--- src/rtl/cat_draw_ctl.sv ---
// cat_draw_ctl: overlays the 64x64 cat ROM sprite on the VGA pixel stream.
// The ROM has one clock of latency, so every path through this block is three clocks long.
module cat_draw_ctl #(
  parameter bit          TRANS_EN  = 1'b1,
  parameter logic [11:0] TRANS_KEY = 12'h000
) (
  input  logic        clk,
  input  logic        rst_n,
  input  logic [10:0] hcount_in,
  input  logic [10:0] vcount_in,
  input  logic        hsync_in,
  input  logic        vsync_in,
  input  logic        hblnk_in,
  input  logic        vblnk_in,
  input  logic [11:0] rgb_in,
  input  logic [11:0] xpos,
  input  logic [11:0] ypos,
  input  logic        mirror,
  output logic [11:0] rom_addr,
  input  logic [11:0] rom_rgb,
  output logic [10:0] hcount_out,
  output logic [10:0] vcount_out,
  output logic        hsync_out,
  output logic        vsync_out,
  output logic        hblnk_out,
  output logic        vblnk_out,
  output logic [11:0] rgb_out
);
  logic [11:0] xpos_l, ypos_l, rgb1, rgb2;
  logic        mirror_l, vsync_prev, in_win, in_win1, in_win2, show_rom;
  logic [12:0] sub_x, sub_y;
  logic [5:0]  ax;
  logic [25:0] tim0, tim1, tim2, tim3;
  // Bit 12 of each difference is the borrow, so sprites near 4095 never wrap onto column 0.
  assign sub_x    = {2'b00, hcount_in} - {1'b0, xpos_l};
  assign sub_y    = {2'b00, vcount_in} - {1'b0, ypos_l};
  assign in_win   = ~sub_x[12] & ~sub_y[12] & ~|sub_x[11:6] & ~|sub_y[11:6] & ~hblnk_in & ~vblnk_in;
  assign ax       = mirror_l ? ~sub_x[5:0] : sub_x[5:0];
  assign tim0     = {hcount_in, vcount_in, hsync_in, vsync_in, hblnk_in, vblnk_in};
  assign show_rom = in_win2 & ~(TRANS_EN & (rom_rgb == TRANS_KEY));
  assign {hcount_out, vcount_out, hsync_out, vsync_out, hblnk_out, vblnk_out} = tim3;
  always_ff @(posedge clk or negedge rst_n) begin
    if (!rst_n) begin
      xpos_l     <= '0;
      ypos_l     <= '0;
      mirror_l   <= 1'b0;
      vsync_prev <= 1'b0;
      rom_addr   <= '0;
      in_win1    <= 1'b0;
      in_win2    <= 1'b0;
      rgb1       <= '0;
      rgb2       <= '0;
      tim1       <= '0;
      tim2       <= '0;
      tim3       <= '0;
      rgb_out    <= '0;
    end else begin
      vsync_prev <= vsync_in;
      if (vsync_in && !vsync_prev) begin
        xpos_l   <= xpos;
        ypos_l   <= ypos;
        mirror_l <= mirror;
      end
      rom_addr <= in_win ? {sub_y[5:0], ax} : 12'h000;
      in_win1  <= in_win;
      rgb1     <= rgb_in;
      tim1     <= tim0;
      in_win2  <= in_win1;
      rgb2     <= rgb1;
      tim2     <= tim1;
      tim3     <= tim2;
      rgb_out  <= (tim2[1] | tim2[0]) ? 12'h000 : show_rom ? rom_rgb : rgb2;
    end
  end
endmodule

--- config.mk ---
export PLATFORM = sky130hd
export DESIGN_NAME = cat_draw_ctl
export DESIGN_NICKNAME = d
export VERILOG_FILES = /design/src/rtl/cat_draw_ctl.sv
export SDC_FILE = /design/constraint.sdc
export NUM_CORES = 1
export LEC_CHECK = 0
export BUFFER_PORTS_ARGS = -buffer_cell sky130_fd_sc_hd__buf_2
export CAP_MARGIN = 20
export CORE_ASPECT_RATIO = 0.75
export CORE_MARGIN = 5
export CORE_UTILIZATION = 57
export CTS_CLUSTER_SIZE = 8
export DETAILED_ROUTE_END_ITERATION = 8
export HOLD_SLACK_MARGIN = 0.1
export PLACE_DENSITY = 0.9
export SYNTH_ARGS = -nofsm -noshare
export SYNTH_HDL_FRONTEND = slang
export SYNTH_SLANG_ARGS = --single-unit
--- constraint.sdc ---
create_clock -name clk -period 5.3 [get_ports clk]
set_input_delay 0.795 -clock clk [delete_from_list [all_inputs] [get_ports clk]]
set_output_delay 0.795 -clock clk [all_outputs]
set_load 0.01 [all_outputs]
Word-level counts from Yosys, hierarchy flattened
Index checks and enable logic that the tools add are counted.
- bitwise operators: 13
- multiplexer cells: 4
- reduce and logical (&&, ||, !) cells: 7
- add/sub/neg operators: 2
- operators with widths (cell ; count):
    $mux 12 ; 3
    $sub 11x12->13 ; 2
    $logic_not 12->1 ; 1
    $reduce_or 6->1 ; 2
    $and 1x1->1 ; 6
    $mux 6 ; 1
    $not 6->6 ; 1
    $not 1->1 ; 5
    $logic_not 1->1 ; 3
    $logic_and 1x1->1 ; 1
    $or 1x1->1 ; 1
- register bits: 154
- input bits: 77
- word-level logic and storage cells: 39
- output and inout bits: 50

Depth between registers and ports, before layout
Gate-level depths: netlist of run 1.
- depth after elaboration: 8
- gate-level depth with buffers: 12
- mapped depth without buffers: 11

Least setup slack after synthesis of run 1
Ideal clock, no wire load.
- path type: input port to flip-flop
- start: input hcount_in[2]
- end: register rom_addr[10]
- path buffers: 1
- path slack: 2392 ps
- arrival: 2827 ps
- library setup time: 82 ps
- data required time: 5218 ps
- cell stages on the path: 9
- cell sequence: ha_1 -> nor2b_1 -> o31ai_2 -> a211oi_1 -> or4b_2 -> a22oi_2 -> nand4_2 -> buf_6 -> nor3_2
- cells in the longest elaborated chain, start to end: 8
- elaborated cells between the ends (all ways): 10
- those cells by class: add/sub: 1; mux: 1; bitwise: 6; reduce/logical: 2
- RTL lines (item ; line ; text):
    start, declared ; 9 ; input logic [10:0] hcount_in,
    $sub 11x12->13 (*) ; 35 ; assign sub_x = {2'b00, hcount_in} - {1'b0, xpos_l};
    $reduce_or 6->1 or $not 1->1 (tied branches) ; 37 ; assign in_win = ~sub_x[12] & ~sub_y[12] & ~|sub_x[11:6] & ~|sub_y[11:6] & ~hblnk_in & ~vblnk_in;
    $logic_not 1->1 or $and 1x1->1 (tied branches) ; 37 ;
    $and 1x1->1 (*) (4 in series) ; 37 ;
    $mux 12 (*) ; 64 ; rom_addr <= in_win ? {sub_y[5:0], ax} : 12'h000;
    end signal, assigned ; 64 ;
    end, declared ; 19 ; output logic [11:0] rom_addr,
Mark *: on every way between the ends. The rest lies on a longest branch, timed or not.
A chain may end at the register's enable or synchronous reset.

Worst setup path in the final report of run 1
- start: input hcount_in[0]
- end: register rom_addr[0]
- cells in the longest elaborated chain, start to end: 8
- elaborated cells between the ends (all ways): 12
- those cells by class: add/sub: 1; mux: 2; bitwise: 7; reduce/logical: 2
- RTL lines (item ; line):
    $sub 11x12->13 (*) ; 35
    $reduce_or 6->1 or $not 1->1 (tied branches) ; 37
    $logic_not 1->1 or $and 1x1->1 (tied branches) ; 37
    $and 1x1->1 (4 in series) ; 37
    $mux 12 (*) ; 64
Marked as above.

==> results of run 1 <==
worst max-delay path, delay by kind of cell:
kind,cells,cell delay (ns)
simple gates,4,1.45
fa+ha+maj,2,0.45
buf+inv,2,0.18
compound gates,3,0.64
power by group:
group          internal (mW)  switching [mW]  total (mW)
Clock                  0.681           0.511        1.19
Sequential              1.24          0.0259        1.26
Combinational          0.156           0.232       0.388
Total                   2.07           0.769        2.84
metal layers:
| metal | track usage [%] | vias to the layer above | part of all wire, % |
|---|---|---|---|
| li1 | - | 1732 | - |
| met4 | 8.577 | 0 | 2.2 |
| met1 | 26.97 | 1836 | 42 |
| met3 | 7.210 | 25 | 6.2 |
| met5 | 0 | - | 0 |
| met2 | 36.96 | 111 | 50 |
cells in the mapped netlist (2+ instances only):
library cell  count  area, µm²
a211oi_1          4      30.03
nand2b_1          6      37.54
fa_1              2      40.04
ha_1             22      275.3
nand3_1           2      10.01
nor3_1            6      30.03
and2_1            2      12.51
mux2i_1           4      40.04
o21bai_1          2      15.01
clkbuf_1         11      41.29
xnor2_1           6      52.55
inv_1            28      105.1
nor2b_1           3      18.77
xor2_1            7      61.31
dfrtp_1         153       3829
a32o_1            2      20.02
nor3_2            9      90.09
o21a_1            5      37.54
mux2_2            6      67.56
or3_1             3      18.77
nor3b_1           3      22.52
nor4_1            5      31.28
o21ai_0          31      155.2
nand2_1          44      165.2
o2bb2ai_1         2      17.52
a221o_1           2      20.02
a21o_1            4      30.03
nor2_1           11      41.29
o21ai_1           2      10.01
a21oi_1          19      95.09
flip-flops by register name, summed over array words and instances (netlist names):
register  flops
rgb2         12
rgb1         12
xpos_l       12
mirror_l      1
tim2         26
tim1         26
rom_addr     12
in_win1       1
tim3         26
rgb_out      12
ypos_l       12
in_win2       1
kinds of logic (layout without fill, tap and decap cells):
family	Yosys count	after routing	synth area share, %
buffers and inverters	40	188	2.802
adders and majority gates	24	24	5.605
AOI/OAI and AO/OA	86	86	9.787
and+or+nand+nor	103	103	9.809
xor gates and xnor gates	13	13	2.024
muxes	10	10	1.913
DFF	153	153	68.06
metrics by stage:
stage                     instances  worst slack, ns  total power [mW]  instance area [µm²]  hold slack (ns)
after detailed placement        677            1.766             1.664                 6392           0.3347
after global routing            709            1.843             2.970                 6982           0.3493
after global placement          677            1.865             1.649                 6392           0.3310
after CTS                       709            2.064             2.860                 6982           0.3452
after floorplan                 429            2.392             1.526                 5625           0.3312
final                           709            2.083             2.841                 6982           0.3443
area by class of cell:
class,instances,area [µm²]
tap,132,165.2
multi-input combinational,236,1642
clock buffer,18,439.2
inverter,28,105.1
sequential,153,3829
fill,661,2676
timing repair buffer,128,651.9
clock inverter,14,150.1
worst min path at each step:
stage	from	endpoint	cells past startpoint
floorplan	in_win1	in_win2	0
global placement	tim1[7]	tim2[7]	0
detailed placement	rgb1[0]	rgb2[0]	0
CTS	tim2[20]	tim3[20]	0
global route	tim1[10]	tim2[10]	0
finish	tim2[22]	tim3[22]	0
==> key figures, run 1 <==
Worst setup path
  • Crit. End Element: flop
  • FF-to-FF setup slack: 2.27 ns
  • CP max-delay cell: or4b_2
  • Worst R2R Start: xpos_l[0]
  • R2r worst-path depth: 9
  • CP Max Fanout: 13
  • Crit-path cells: buf_2, inv_1, ha_1, fa_1, nor2b_1, o31ai_2, a211oi_1, or4b_2, a22oi_2, nand4_2, nor3_1
  • Critical path's largest stage delay: 0.64 ns
  • RR Endpoint: rom_addr[0]
  • Crit Path Category: input port to flop
  • Worst setup path end: rom_addr[0]
  • Worst Path Required: 5.61 ns
  • Worst setup startpoint: hcount_in[0]
  • Startpoint types: input port
  • Arrival time at the worst endpoint: 3.53 ns

STA
  • Fin. Hold Viols: 0
  • Slew Limit Headroom: 46.53%
  • Setup tns final: 0 ns
  • RSZ-0062 raised after global routing: false
  • Tcrit/Tclk final: 60.69%
  • Final Setup Violations: 0
  • Worst Clk Skew: 0.008813 ns
  • F_max: 310.9 MHz
  • Fin crit period: 3.217 ns
  • Slew Viols, Final: 0
  • Slew of the pin with the lowest slew margin: 0.8020 ns

Synthesis
  • Post-Syn Nets: 530
  • Avg Cell Area, Syn: 13.11 µm²
  • Mapped Area: 5625 µm²
  • Main synth FF type: dfrtp_1
  • Netlist cell types: 53
  • Register area share after synthesis: 68.06%
  • Asr flop ratio synth: 100.0%
  • Mapped Cells: 429
  • Warning count from the yosys run: 0
  • Synth Register Bits: 153
  • Number of synthesized flops with an enable pin: 0

Die
  • Row count: 31
  • Starting Density: 58.25%
  • Core Box Area: 9658 µm²
  • Die width: 124.7 µm
  • Die height: 96.04 µm
  • Total die area: 11980 µm²
  • I/O pin cnt: 127

Min path
  • Worst hold path class: flop to flop

Cells and area
  • Commonest non-fill, non-tap cell in the layout: dfrtp_1
  • Area growth, synth to finish: 24.11%
  • Antenna diodes: 0
  • Most frequent cells in the layout: 153 x dfrtp_1, 125 x buf_2, 44 x nand2_1
  • Core Util, Final: 72.29%
  • Layout Nets: 665
  • Layout cell share with drive strength beyond 1: 31.54%

Run
  • Max Cap Viol: 0

Clock tree
  • Clock slew at reported path FFs: 0.07 ns
  • Post-CTS resize count: 0
  • Worst-Skew Late Latency: 0.42 ns
  • CTS sink count: 153
  • Worst-case clock buffer depth: 2
  • Root buf cell: clkbuf_16
  • H-tree Lvls: 4
  • TritonCTS Buffers: 17
  • # hold bufs at CTS: 0
  • Setup bufs post-CTS: 0
  • CTS tree: yes

Routing
  • DRC: 0
  • ANT nets after route: 0
  • Vias per cell: 5.224
  • Pre-antenna DRT Iters: 4
  • WL/cell: 17.19 µm
  • Via count: 3704
  • Total Routed Length: 12.19 mm
  • DR iter-0 viols: 308

Pwr
  • Pwr dens: 407.0 nW/µm²
  • Worst ir drop on vdd: 0.2789 mV
  • Static Leak: 3.433 nW

Global routing
  • Largest net degree at the start of global routing: 96
  • Vias in the first global route: 3959
  • Antenna violations before repair: 0
  • First-pass GRT wire length: 19.89 mm
  • GRT Util Overall: 21.98%
  • GR Overflow Total: 0

Placement
  • Post-DP HPWL: 8.381 mm
  • RePlAce Congestion: 0.8445
  • I/O Buffers: 126

Status
  • Status: complete, no violations
No activity file was read; power rests on OpenSTA's default activity.
==> run 2, diff against run 1 <==
--- a/config.mk
+++ b/config.mk
@@ -9,11 +9,11 @@
 export CAP_MARGIN = 20
 export CORE_ASPECT_RATIO = 0.75
 export CORE_MARGIN = 5
-export CORE_UTILIZATION = 57
+export CORE_UTILIZATION = 53
 export CTS_CLUSTER_SIZE = 8
 export DETAILED_ROUTE_END_ITERATION = 8
 export HOLD_SLACK_MARGIN = 0.1
-export PLACE_DENSITY = 0.9
+export PLACE_DENSITY = 0.84
 export SYNTH_ARGS = -nofsm -noshare
 export SYNTH_HDL_FRONTEND = slang
 export SYNTH_SLANG_ARGS = --single-unit
==> constraint.sdc (replaced) <==
create_clock -name clk -period 3.1 [get_ports clk]
set_input_delay 0.465 -clock clk [delete_from_list [all_inputs] [get_ports clk]]
set_output_delay 0.465 -clock clk [all_outputs]
set_load 0.01 [all_outputs]
==> run 2 against run 1 <==
Against the previous run:
- clock skew decreased by 0.00081 ns
- final cell count increased by 1.1%
- total power increased by 68%
- clock-buffer cell count unchanged
- sequential cell count unchanged
- largest power group unchanged
- via count increased by 0.13%
==> key figures, run 2 (same netlist as run 1, synthesis figures left out) <==
STA
  • Fin. Hold Viols: 0
  • WHS: 0.1044 ns
  • Slew Limit Headroom: 50.67%
  • Tcrit/Tclk final: 90.99%
  • Setup ws final: 0.2794 ns
  • F_max: 354.5 MHz
  • Setup tns final: 0 ns
  • RSZ-0062 raised after global routing: false
  • Slew Viols, Final: 0
  • Worst Clk Skew: 0.007998 ns
  • Fin crit period: 2.821 ns
  • Slew of the pin with the lowest slew margin: 0.7400 ns
  • Final Setup Violations: 0

Routing
  • ANT nets after route: 0
  • DRC: 0
  • Vias per cell: 5.173
  • Total Routed Length: 11.55 mm
  • DR iter-0 viols: 265
  • WL/cell: 16.11 µm
  • Pre-antenna DRT Iters: 5
  • Via count: 3709

Clock tree
  • Clock slew at reported path FFs: 0.06 ns
  • CTS sink count: 153
  • Setup bufs post-CTS: 0
  • Post-CTS resize count: 0
  • H-tree Lvls: 4
  • CTS tree: yes
  • Root buf cell: clkbuf_16
  • Worst-Skew Late Latency: 0.40 ns
  • # hold bufs at CTS: 0
  • Worst-case clock buffer depth: 2
  • TritonCTS Buffers: 17

Worst setup path
  • CP max-delay cell: or4b_2
  • Arrival time at the worst endpoint: 3.14 ns
  • Worst path top cell family by delay: simple AND/OR/NAND/NOR gates
  • Worst path bufs/invs: 2
  • CP Max Fanout: 13
  • Worst setup startpoint: xpos_l[2]
  • Crit-path cells: inv_1, ha_1, nor2b_1, o31ai_2, a211oi_1, or4b_2, a22oi_2, nand4_2, buf_4, nor3_1
  • Worst Path Required: 3.42 ns
  • Instance count on the critical path: 10
  • Startpoint types: flop
  • R2r worst-path depth: 10
  • Crit. End Element: flop
  • Critical path's largest stage delay: 0.65 ns
  • Crit Path Category: flop to flop
  • Worst R2R Start: xpos_l[2]

Die
  • Row count: 32
  • Die width: 129.0 µm
  • I/O pin cnt: 127
  • Core Box Area: 10330 µm²
  • Starting Density: 54.46%
  • Total die area: 12800 µm²
  • Die height: 99.22 µm

Cells and area
  • Top Registers: tim1 (26), tim2 (26), tim3 (26)
  • Finished Layout Cells: 717
  • Area growth, synth to finish: 24.60%
  • Commonest non-fill, non-tap cell in the layout: dfrtp_1
  • Antenna diodes: 0
  • Most frequent cells in the layout: 153 x dfrtp_1, 125 x buf_2, 44 x nand2_1
  • Layout cell share with drive strength beyond 1: 32.01%
  • Layout Nets: 669
  • Post-route design area: 7009 µm²

Placement
  • RePlAce Congestion: 0.9260
  • Cells after DPL: 685
  • I/O Buffers: 126
  • Placed Area: 6432 µm²
  • Placement Setup Slack: 0.07284 ns
  • Post-DP HPWL: 8.359 mm

Global routing
  • Antenna violations before repair: 0
  • First-pass GRT wire length: 19.11 mm
  • Vias in the first global route: 3895
  • GRT Util Overall: 18.98%
  • Largest net degree at the start of global routing: 86
  • GR Overflow Total: 0

Pwr
  • Switching fraction of total power: 26.24%
  • Net switching power: 1.254 mW
  • Internal: 3.527 mW
  • Worst ir drop on vdd: 0.4756 mV
  • Clock group share of total power: 41.1%
  • Static Leak: 3.438 nW
  • Sequential power share: 45.1%
  • Pwr dens: 682.1 nW/µm²
  • Power share of the combinational group: 13.8%

Min path
  • Worst hold path class: input port to async pin

Status
  • Status: complete, no violations

Run
  • Max Cap Viol: 0
[run 2: cell count changes in the layout (fill, tap and decap cells not counted), sizes merged]
| cell | change |
|---|---|
| inv | -4 |
| clkinv | +1 |
| buf | +4 |
| clkinvlp | +3 |
[run 2: routing by layer]
| layer | up-vias | track usage (%) | share of wire [%] |
|---|---|---|---|
| li1 | 1741 | - | - |
| met1 | 1827 | 25.24 | 42 |
| met2 | 128 | 30.29 | 49 |
| met3 | 13 | 6.012 | 7.7 |
| met4 | 0 | 5.488 | 0.92 |
| met5 | - | 0 | 0 |
[run 2: worst paths after layout]
| kind | to | slack, ns |
|---|---|---|
| min reg2reg | tim3[11] | 0.34 |
| min | tim3[16] | 0.10 |
| max in group asynchronous | tim1[7] | 2.16 |
| max | rom_addr[0] | 0.28 |
| min in group clk | rgb1[8] | 0.16 |
| max reg2reg | rom_addr[0] | 0.28 |
[run 2: power by group through the flow]
stage	clock, mW	combinational (mW)	sequential, mW
global route	2.10	0.739	2.17
global placement	0	0.627	2.18
CTS	2.01	0.661	2.16
finish	1.97	0.660	2.15
floorplan	0	0.421	2.19
detailed placement	0	0.650	2.19
[run 2: metrics by stage]
| step | power, mW | utilization, % |
|---|---|---|
| after floorplan | 2.609 | - |
| after global placement | 2.811 | 62.27 |
| after detailed placement | 2.841 | 62.27 |
| after CTS | 4.822 | 67.85 |
| after global routing | 5.006 | 67.85 |
| final | 4.781 | 67.85 |
[run 2: cell type report]
cell class              count  area [µm²]
flip-flops and latches    153        3829
fillers                   757        3321
multi-input cells         236        1647
repair buffers            132       681.9
clock buffers              18       439.2
well taps                 136       170.2
clock inverters            14       137.6
inverters                  28       105.1
==> run 3, diff against run 2 <==
--- a/config.mk
+++ b/config.mk
@@ -8,7 +8,7 @@
 export BUFFER_PORTS_ARGS = -buffer_cell sky130_fd_sc_hd__buf_2
 export CAP_MARGIN = 20
 export CORE_ASPECT_RATIO = 0.75
-export CORE_MARGIN = 5
+export CORE_MARGIN = 2
 export CORE_UTILIZATION = 53
 export CTS_CLUSTER_SIZE = 8
 export DETAILED_ROUTE_END_ITERATION = 8
==> run 3 against run 2 <==
Against the previous run:
- clock power is 7% higher
- setup slack better by 0.098 ns
- critical path depth stayed put
- clock-buffer cell count stayed put
- via count is 1.2% lower
- sequential power hardly changed
- critical path type unchanged
- largest power group unchanged
- highest routed layer unchanged
==> key figures, run 3 (same netlist as run 1, synthesis figures left out) <==
Status
  • Status: complete, no violations

STA
  • Worst Clk Skew: 0.007299 ns
  • Fin. Hold Viols: 0
  • Slew of the pin with the lowest slew margin: 0.8658 ns
  • Slew Limit Headroom: 42.02%
  • Tcrit/Tclk final: 87.82%
  • Fin crit period: 2.722 ns
  • F_max: 367.3 MHz
  • Final Setup Violations: 0
  • RSZ-0062 raised after global routing: false
  • Slew Viols, Final: 0
  • WHS: 0.09575 ns
  • Setup tns final: 0 ns

Clock tree
  • CTS tree: yes
  • H-tree Lvls: 4
  • Post-CTS resize count: 0
  • TritonCTS Buffers: 17
  • Setup bufs post-CTS: 0
  • CTS sink count: 153
  • Worst-case clock buffer depth: 2
  • Root buf cell: clkbuf_16
  • Clock slew at reported path FFs: 0.06 ns
  • # hold bufs at CTS: 0
  • Worst-Skew Late Latency: 0.41 ns

Pwr
  • Static Leak: 3.448 nW
  • Pwr dens: 698.0 nW/µm²
  • Worst ir drop on vdd: 0.4585 mV

Die
  • Starting Density: 54.67%
  • I/O pin cnt: 127
  • Die height: 93.22 µm
  • Total die area: 11460 µm²
  • Row count: 32
  • Core Box Area: 10290 µm²
  • Die width: 123.0 µm

Placement
  • RePlAce Congestion: 0.8171
  • Placed Area: 6425 µm²
  • Cells after DPL: 683
  • I/O Buffers: 126
  • Post-DP HPWL: 7.913 mm

Cells and area
  • Core Util, Final: 68.39%
  • Layout cell share with drive strength beyond 1: 31.78%
  • Most frequent cells in the layout: 153 x dfrtp_1, 125 x buf_2, 44 x nand2_1
  • Commonest non-fill, non-tap cell in the layout: dfrtp_1
  • Finished Layout Cells: 715
  • Fillers: 744
  • Area growth, synth to finish: 25.09%
  • Post-route design area: 7037 µm²
  • Layout Nets: 667
  • Multi-input logic area: 1642 µm²
  • Sequential cell area: 3829 µm²
  • Top Registers: tim1 (26), tim2 (26), tim3 (26)
  • Antenna diodes: 0

Routing
  • Via count: 3665
  • Pre-antenna DRT Iters: 4
  • WL/cell: 15.81 µm
  • DRC: 0
  • DR iter-0 viols: 240
  • Vias per cell: 5.126
  • ANT nets after route: 0
  • Total Routed Length: 11.31 mm

Min path
  • Worst hold path class: input port to async pin

Global routing
  • Vias in the first global route: 3669
  • Busiest grt layer: met2
  • M1 GR Usage: 28.02%
  • GRT Util Overall: 21.04%
  • Largest net degree at the start of global routing: 83
  • First-pass GRT wire length: 17.99 mm
  • Met2 Track Usage GR: 33.20%
  • Antenna violations before repair: 0
  • GR Util met3: 5.732%
  • GR Overflow Total: 0

Worst setup path
  • Startpoint types: flop
  • Crit. End Element: flop
  • CP Max Fanout: 13
  • Arrival time at the worst endpoint: 3.04 ns
  • Worst Path Required: 3.42 ns
  • Crit Path Category: flop to flop

Run
  • Max Cap Viol: 0
## run 3: cell types whose count changed in the layout (fill, tap and decap cells not counted)
cell,before,now
buf_4,6,3
clkinv_2,2,0
inv_8,2,4
buf_12,0,1
bufinv_16,1,2
clkinvlp_4,3,2
nor2b_2,0,1
nor2b_4,1,0
## run 3: report_power, final
| part | internal (mW) | switching (mW) |
|---|---|---|
| Combinational | 0.268 | 0.391 |
| Clock | 1.24 | 0.857 |
| Sequential | 2.11 | 0.0430 |
| Total | 3.62 | 1.29 |
## run 3: worst paths after layout
path | from | endpoint | slack [ns] | cells after the start
setup / recovery | xpos_l[0] | rom_addr[7] | 0.38 | 10
hold / removal | rst_n | tim3[16] | 0.1 | 1
setup reg to reg | xpos_l[0] | rom_addr[7] | 0.38 | 10
hold reg to reg | tim2[11] | tim3[11] | 0.34 | 0
max in group asynchronous | rst_n | tim2[14] | 2.19 | 2
min in group clk | rgb_in[6] | rgb1[6] | 0.15 | 1
## run 3: layout make-up
class	instances	share of cell area [%]
clock buffers	18	6.241
clock inverters	14	2.454
inverters	28	1.494
well taps	136	2.418
flip-flops and latches	153	54.41
multi-input cells	236	23.33
repair buffers	130	9.655
## run 3: per-layer routing
metal | up-vias | wire, µm
met5 | - | 0
met4 | 0 | 151
met3 | 15 | 714
met2 | 130 | 5488
met1 | 1775 | 4950
li1 | 1745 | -
## run 3: critical path: stages (launching register included)
cell and delay [ns]:
dfrtp_1 0.35, ha_1 0.20, fa_1 0.24, nor2b_1 0.08, o31ai_2 0.34, a211oi_1 0.16, or4b_2 0.64, a22oi_2 0.15
nand4_2 0.08, buf_4 0.21, nor3b_1 0.18
## run 3: metrics by stage
step / power [mW] / worst slack [ns]
finish: 4.912 / 0.3777
global route: 5.134 / 0.1793
global placement: 2.818 / 0.2271
CTS: 4.949 / 0.3436
floorplan: 2.609 / 0.5219
detailed placement: 2.838 / 0.1597
